--- config.mk ---
export PLATFORM = sky130hd
export DESIGN_NAME = counting_gen
export DESIGN_NICKNAME = d
export VERILOG_FILES = /design/src/rtl/counting_pkg.sv /design/src/rtl/counting_gap_timer.sv /design/src/rtl/counting_gen.sv
export SDC_FILE = /design/constraint.sdc
export NUM_CORES = 1
export LEC_CHECK = 0
export ABC_CLOCK_PERIOD_IN_PS = 5400
export CORE_MARGIN = 5
export CORE_UTILIZATION = 58
export DETAILED_ROUTE_END_ITERATION = 6
export GPL_TIMING_DRIVEN = 0
export PLACE_DENSITY = 0.86
export SLEW_MARGIN = 20
export SYNTH_ARGS = -nofsm -noshare
export SYNTH_HDL_FRONTEND = slang
export SYNTH_SLANG_ARGS = --single-unit
--- constraint.sdc ---
create_clock -name clk -period 5.4 [get_ports clk]
set_input_delay 1.08 -clock clk [delete_from_list [all_inputs] [get_ports clk]]
set_output_delay 1.08 -clock clk [all_outputs]
set_load 0.01 [all_outputs]
--- src/rtl/counting_pkg.sv ---
// Shared symbol encoding for the 2-bit sequence link and the transmitter state encoding.
package counting_pkg;

    localparam logic [1:0] SYM_IDLE = 2'b00;
    localparam logic [1:0] SYM_A    = 2'b01;
    localparam logic [1:0] SYM_B    = 2'b10;
    localparam logic [1:0] SYM_C    = 2'b11;

    typedef enum logic [2:0] {
        ST_IDLE = 3'd0,
        ST_SYM1 = 3'd1,
        ST_SYM2 = 3'd2,
        ST_SYM3 = 3'd3,
        ST_GAP  = 3'd4
    } state_t;

    function automatic logic [1:0] state_symbol(input state_t s);
        case (s)
            ST_SYM1: return SYM_A;
            ST_SYM2: return SYM_B;
            ST_SYM3: return SYM_C;
            default: return SYM_IDLE;
        endcase
    endfunction

endpackage

--- src/rtl/counting_gap_timer.sv ---
// Loadable 8-bit down-counter timing the idle symbols between frames.
module counting_gap_timer (
    input  logic       clk,
    input  logic       reset,
    input  logic       load,
    input  logic [7:0] load_value,
    input  logic       enable,
    output logic       zero
);

    logic [7:0] value_reg;

    always_ff @(posedge clk or posedge reset) begin
        if (reset) begin
            value_reg <= 8'd0;
        end else if (load) begin
            value_reg <= load_value;
        end else if (enable && (value_reg != 8'd0)) begin
            value_reg <= value_reg - 8'd1;
        end
    end

    assign zero = (value_reg == 8'd0);

endmodule

--- src/rtl/counting_gen.sv ---
// Burst transmitter: emits N frames of 01,10,11 with GAP idle symbols between frames.
module counting_gen
    import counting_pkg::*;
#(
    parameter int GAP   = 2,
    parameter int CNT_W = 8
) (
    input  logic             clk,
    input  logic             reset,
    input  logic             start,
    input  logic [CNT_W-1:0] count,
    input  logic             abort,
    output logic [1:0]       num,
    output logic             busy,
    output logic             done,
    output logic [CNT_W-1:0] frames_sent
);

    localparam logic [7:0] GAP_LOAD = (GAP > 0) ? 8'(GAP - 1) : 8'd0;
    localparam bit         HAS_GAP  = (GAP > 0);

    state_t           state_reg, state_next;
    logic [CNT_W-1:0] count_reg, count_next;
    logic [CNT_W-1:0] frames_next;
    logic [CNT_W-1:0] frames_inc;
    logic             done_next;
    logic             gap_load;
    logic             gap_enable;
    logic             gap_zero;

    counting_gap_timer u_gap_timer (
        .clk        (clk),
        .reset      (reset),
        .load       (gap_load),
        .load_value (GAP_LOAD),
        .enable     (gap_enable),
        .zero       (gap_zero)
    );

    assign frames_inc = frames_sent + CNT_W'(1);

    always_comb begin
        state_next  = state_reg;
        count_next  = count_reg;
        frames_next = frames_sent;
        done_next   = 1'b0;
        gap_load    = 1'b0;
        gap_enable  = 1'b0;
        case (state_reg)
            ST_IDLE: begin
                // abort is ignored here, so start always wins when both are high
                if (start) begin
                    frames_next = '0;
                    if (count != '0) begin
                        count_next = count;
                        state_next = ST_SYM1;
                    end else begin
                        done_next = 1'b1;
                    end
                end
            end
            ST_SYM1: state_next = abort ? ST_IDLE : ST_SYM2;
            ST_SYM2: state_next = abort ? ST_IDLE : ST_SYM3;
            ST_SYM3: begin
                if (abort) begin
                    state_next = ST_IDLE;
                end else begin
                    frames_next = frames_inc;
                    if (frames_inc == count_reg) begin
                        state_next = ST_IDLE;
                        done_next  = 1'b1;
                    end else if (HAS_GAP) begin
                        state_next = ST_GAP;
                        gap_load   = 1'b1;
                    end else begin
                        state_next = ST_SYM1;
                    end
                end
            end
            ST_GAP: begin
                if (abort) begin
                    state_next = ST_IDLE;
                end else if (gap_zero) begin
                    state_next = ST_SYM1;
                end else begin
                    gap_enable = 1'b1;
                end
            end
            default: state_next = ST_IDLE;
        endcase
    end

    // Outputs are registered from the next-state decode so they line up with state_reg.
    always_ff @(posedge clk or posedge reset) begin
        if (reset) begin
            state_reg   <= ST_IDLE;
            count_reg   <= '0;
            frames_sent <= '0;
            num         <= SYM_IDLE;
            busy        <= 1'b0;
            done        <= 1'b0;
        end else begin
            state_reg   <= state_next;
            count_reg   <= count_next;
            frames_sent <= frames_next;
            num         <= state_symbol(state_next);
            busy        <= (state_next != ST_IDLE);
            done        <= done_next;
        end
    end

endmodule

# Yosys cells after proc, flatten, opt, wreduce, memory -nomap -nowiden
# Index checks and enable logic that the tools add are counted.
# totals
register_bits	31
in_bits	12
out_inout_bits	12
elab_cells	55
# op_classes
addsub	2
eq_ne	10
mux	26
reduce_logical	10
# op_table
op	n
$mux W8	4
$mux W3	6
$pmux W8 S2	1
$reduce_bool A8 Y1	2
$pmux W3 S5	1
$eq A3 B2 Y1 const B	4
$mux W1	10
$add A8 B1 Y8 const B	1
$eq A8 B8 Y1	1
$logic_not A8 Y1	1
$sub A8 B1 Y8 const B	1
$eq A3 B1 Y1 const B	2
$pmux W2 S3	1
$reduce_and A3 Y1	2
$mux W2	2
$ne A2 B2 Y1 const B	2
$reduce_bool A2 Y1	2
$eq A3 B3 Y1 const B	1
$logic_not A3 Y1	1
$reduce_bool A3 Y1	1
$pmux W1 S2	1
$logic_and A1 B1 Y1	1

# Logic depth before layout (Yosys ltp)
# logic_depth
word_depth	7
ltp_mapped	7
mapped_depth_nobuf	7

# Cells and area by module
# A second synthesis with hierarchy kept.
# unflattened
cells_unflattened	178
hier_area_um2	1759.2
# modules_own_cells
mod	instances	cells_per_inst	area_per_inst_um2	seq_area_each_um2
counting_gen	1	125	1263.7	575.6
counting_gap_timer	1	53	495.5	200.2

# Worst setup path after synthesis
# OpenSTA, ideal clock, no wires.
# synth_timing
path_kind	input-to-reg
start	input start
end	register count_reg[0]
setup_time_ps	125
t_arrival_ps	2128
required_time_ps	5275
slack_ps	3147
path_stages	4
path_buffers	1
path_cell_list	nor4b_2 a21boi_1 buf_2 mux2_2
# synth_via
elab_chain_cells	1
# synth_rtl
item	line_no	text
start, declared	counting_gen.sv:10	input logic start,
$reduce_and A3 Y1 (no line)	-	
end signal, assigned	counting_gen.sv:104	count_reg <= count_next;
end, declared	counting_gen.sv:23	logic [CNT_W-1:0] count_reg, count_next;
# Every way passes these cells.
# A chain may end at the register's enable or synchronous reset.

# Worst setup path in the final report
# layout_timing
start	input abort
end	register u_gap_timer.value_reg[6]
# layout_via
elab_chain_cells	4
elab_cells_between_ends	7
cone_classes	mux (5); reduce/logical (2)
# layout_rtl
item	line_no	text
start, declared	counting_gen.sv:12	input logic abort,
$mux W1	counting_gen.sv:81	if (abort) begin
$mux W1	counting_gen.sv:49	case (state_reg)
$logic_and A1 B1 Y1	counting_gap_timer.sv:18	end else if (enable && (value_reg != 8'd0)) begin
$reduce_bool A2 Y1 (no line)	-	
end signal, assigned	counting_gap_timer.sv:17	value_reg <= load_value;
end signal, assigned	counting_gap_timer.sv:19	value_reg <= value_reg - 8'd1;
end, declared	counting_gap_timer.sv:11	logic [7:0] value_reg;
# Several ways; a longest one is shown, not always the timed one.

==> flow_results.org <==
** Global routing
- Global routing usage summed across all routing layers :: 0.199
- Top Usage Layer GRT :: met2
- Met2 track demand over resource :: 0.308
- Number of antenna violations at the first check in global routing :: 0
- Via count of the first global-routing pass :: 1372
- Global-route wire length before repair :: 6390 um
- Pin count of the biggest net entering global routing :: 32
- For met3 alone, demand over resource in global routing was 0.0665.
- Global route total overflow :: 0
- Global-route met1 utilization :: 0.254

** Layout
- Across the whole layout, storage elements account for 776 um2.
- Share of final-layout standard cells stronger than drive strength 1 :: 0.151
- Fin util :: 0.728
- Total number of nets in the final design :: 206
- Footprint of the multi-input gates :: 881 um2
- Antenna diode instance count :: 0
- The filler cells instantiated in the layout total 196.
- Relative to the synthesized area, the layout overhead comes to 18.7%.

** Timing
- Final-report max-slew violation count :: 0
- Tightest slew margin relative to the limit :: 0.582
- Final period demand of the worst path :: 2.66 ns
- On the final layout, the worst clock skew is 0.00741 ns.
- Based on the critical path, the design can be clocked at up to 376 MHz.
- Of the available clock period, the critical path in the final layout requires 0.493.
- Measured slew at the worst slew-check pin :: 0.621 ns
- Setup repair after global routing left no endpoint under its margin.
- The final number of hold-violating endpoints came to 0.
- Accumulated negative setup slack :: 0 ns
- Setup violations remaining at the end of the flow were counted as 0.

** Setup path
- The critical path crosses 6 cells after its start point.
- CP delay by family, top :: compound AO/OA/AOI/OAI gates
- Worst Path Buf+Inv :: 1
- Logic depth of the worst register-to-register path :: 6
- Setup slack on the worst reg-to-reg path comes out at 3.25 ns.
- On the worst path, the slowest cell contributes a delay of 0.53 ns.
- The worst setup path is of the in2reg kind.
- Signal arrival time at the worst endpoint :: 2.92 ns
- The endpoint identified for the worst register-to-register timing path is u_gap_timer.value_reg[1].
- The startpoint identified for the worst register-to-register timing path is frames_sent[0].
- STA classifies the critical path startpoint as an input pin.
- Kind of end point of the critical path :: flop
- In this run the worst path has a maximum fanout of 9.
- On the critical path, the stage with the largest delay is an instance of clkdlybuf4s50_1.
- For the worst setup path, the data required time is 5.66 ns.
- Traced cell by cell, the critical path runs through clkdlybuf4s50_1 -> nor4b_4 -> a21boi_2 -> nand3_1 -> xor2_1 -> a21oi_1.

** Synth
- After synthesis the cells add up to 0.00171 mm2.
- Each instance of the synthesized netlist takes up on average 10.6 um2.
- Counting flops and latches in the post-synthesis netlist gives 31.
- Leading cell types by count after synthesis :: dfrtp_1 (31), o21ai_0 (13), a21oi_1 (9), nand3_1 (9), nor2_1 (9)
- EDFF count, synth :: 0
- Proportion of register bits with asynchronous set or reset after synthesis :: 1.00
- By area the synthesized netlist is led by dfrtp_1 (45%), mux2_2 (4.6%), xor2_1 (4.1%).
- Counting every instance in the synthesized netlist gives 161.
- Among all flip-flop cells after synthesis, the most frequent one is dfrtp_1.
- Biggest area consumer among synthesized cells :: dfrtp_1
- Synthesis instantiated 43 different standard cells from the library.
- Counting every net in the synthesized netlist gives 176.
- Portion of the post-synthesis area used by sequential elements :: 0.455
- Dominant cell by count in the synthesized netlist :: dfrtp_1
- For this run, the number of Yosys warnings is 0.
- The share of synthesized area in the top cell type comes to 0.455.

** Route
- After detailed routing, the number of remaining DRC violations is 0.
- Remaining number of nets flagged by the antenna check after routing :: 0
- Initial DRC Count :: 88
- Via density per instance :: 6.18
- Via count :: 1378
- Final WL :: 3690 um
- DRT Pass-1 Iters :: 4
- In the final routed layout, each cell accounts on average for 16.5 um.

** Run status
- Outcome :: completed

** Worst hold path
- The min-delay analysis places its worst path in the category reg2reg.
- Endpoint, Worst Hold :: count_reg[6]
- Hold path startpoint :: count_reg[6]
- Along the worst hold path, the cell count comes to 1.

** Power and ir drop
- Post-layout total power :: 0.000902 W
- Power per cell area :: 445 mW/mm2
- For this design the static power due to leakage is 0.867 nW.
- Worst vdd rail ir drop :: 409 uV

** Placement
- Routability-driven placement finished with a final weighted congestion of 0.877.
- Input and output buffers added on the ports amount to 23.
- After legalization and detailed placement, the total HPWL measured 2710 um.

** Floorplan
- The die covers 0.00413 mm2.
- 24 I/O pins were placed.
- Measured along the y axis, the die boundary spans 64.2 um.
- The floorplan has 19 rows.
- Initial Utilization :: 0.614
- The die is 64.2 um wide.
- After floorplanning, the core was sized to cover 0.00278 mm2.

** Clock network
- CTS tree :: yes
- Clock latency on the worst-skew pair, taken at its later pin, is 0.34 ns.
- Gates resized during post-CTS repair numbered 0.
- The root buffer cell chosen for the clock tree is clkbuf_4.
- Hold-fix buffer count after cts :: 0
- After clock tree synthesis, the clock-pin slew on the worst setup and hold paths is 0.09 ns.
- In this run the deepest clock path goes through 2 buffers.
- Counting the buffers created by CTS gives 5.
- In this run the post-CTS setup repair buffer count came out at 0.
- Htree depth :: 2
- CTS saw 31 sinks.

** Run
- Across the run, the number of max-cap violations was 0.
logic make-up (layout without fill, tap and decap cells):
kind of cell / after synthesis / in the layout / share of synthesized area
and+or+nand+nor: 51 / 51 / 0.187
AOI/OAI and AO/OA: 40 / 40 / 0.165
DFF: 31 / 31 / 0.455
xor gates and xnor gates: 16 / 16 / 0.0902
buffers and inverters: 12 / 43 / 0.0293
muxes: 8 / 8 / 0.0521
adders and majority gates: 3 / 3 / 0.0220
cell usage in the layout, fill, tap and decap left out, types with 5 or more instances in the layout:
master           Yosys  routed
dfrtp_1             31      31
clkdlybuf4s50_1      0      23
o21ai_0             13      13
nor2_1               9       9
nand3_1              9       9
a21oi_1              9       9
nand2_1              8       8
xor2_1               8       8
mux2_2               7       7
xnor2_1              7       7
inv_1                6       5
clkbuf_4             0       5
how the worst max path moves through the flow:
stage | startpoint | end | slack, ns
final | abort | u_gap_timer.value_reg[6] | 2.74
after global routing | abort | u_gap_timer.value_reg[6] | 2.64
after CTS | abort | u_gap_timer.value_reg[6] | 2.75
after detailed placement | abort | u_gap_timer.value_reg[6] | 2.39
after global placement | abort | u_gap_timer.value_reg[6] | 2.54
after floorplan | start | count_reg[0] | 3.15
layout make-up:
| class | instances | share of cell area |
|---|---|---|
| Tap cell | 31 | 0.0191 |
| Clock buffer | 7 | 0.0222 |
| Multi-Input combinational cell | 118 | 0.435 |
| Timing Repair Buffer | 23 | 0.114 |
| Inverter | 6 | 0.0111 |
| Clock inverter | 1 | 0.00247 |
| Buffer | 6 | 0.0136 |
| Sequential cell | 31 | 0.383 |
per-stage QoR:
step	instance area [um2]	worst slack, ns	hold slack [ns]	instances
floorplan	1710	3.15	0.501	161
global placement	1980	2.54	0.527	215
detailed placement	1980	2.39	0.532	215
CTS	2030	2.75	0.553	223
global route	2030	2.64	0.562	223
finish	2030	2.74	0.554	223
metal layers:
metal,share of wire,up-vias
li1,-,652
met1,0.44,667
met2,0.47,53
met3,0.074,6
met4,0.013,0
met5,0,-
report_power, final:
part           internal, W  total [W]  switching [W]
combinational     0.000183   0.000363       0.000180
sequential        0.000314   0.000410      0.0000960
clock            0.0000506   0.000129      0.0000787
total             0.000547   0.000902       0.000355
worst reg2reg max path, cell delays in order, from the launching register on:
cell       delay (ns)
dfrtp_1          0.50
ha_1             0.36
and4_4           0.29
and3_1           0.15
o221a_2          0.23
o2111ai_4        0.21
a221oi_2         0.32
(Power assumes the default switching activity.)
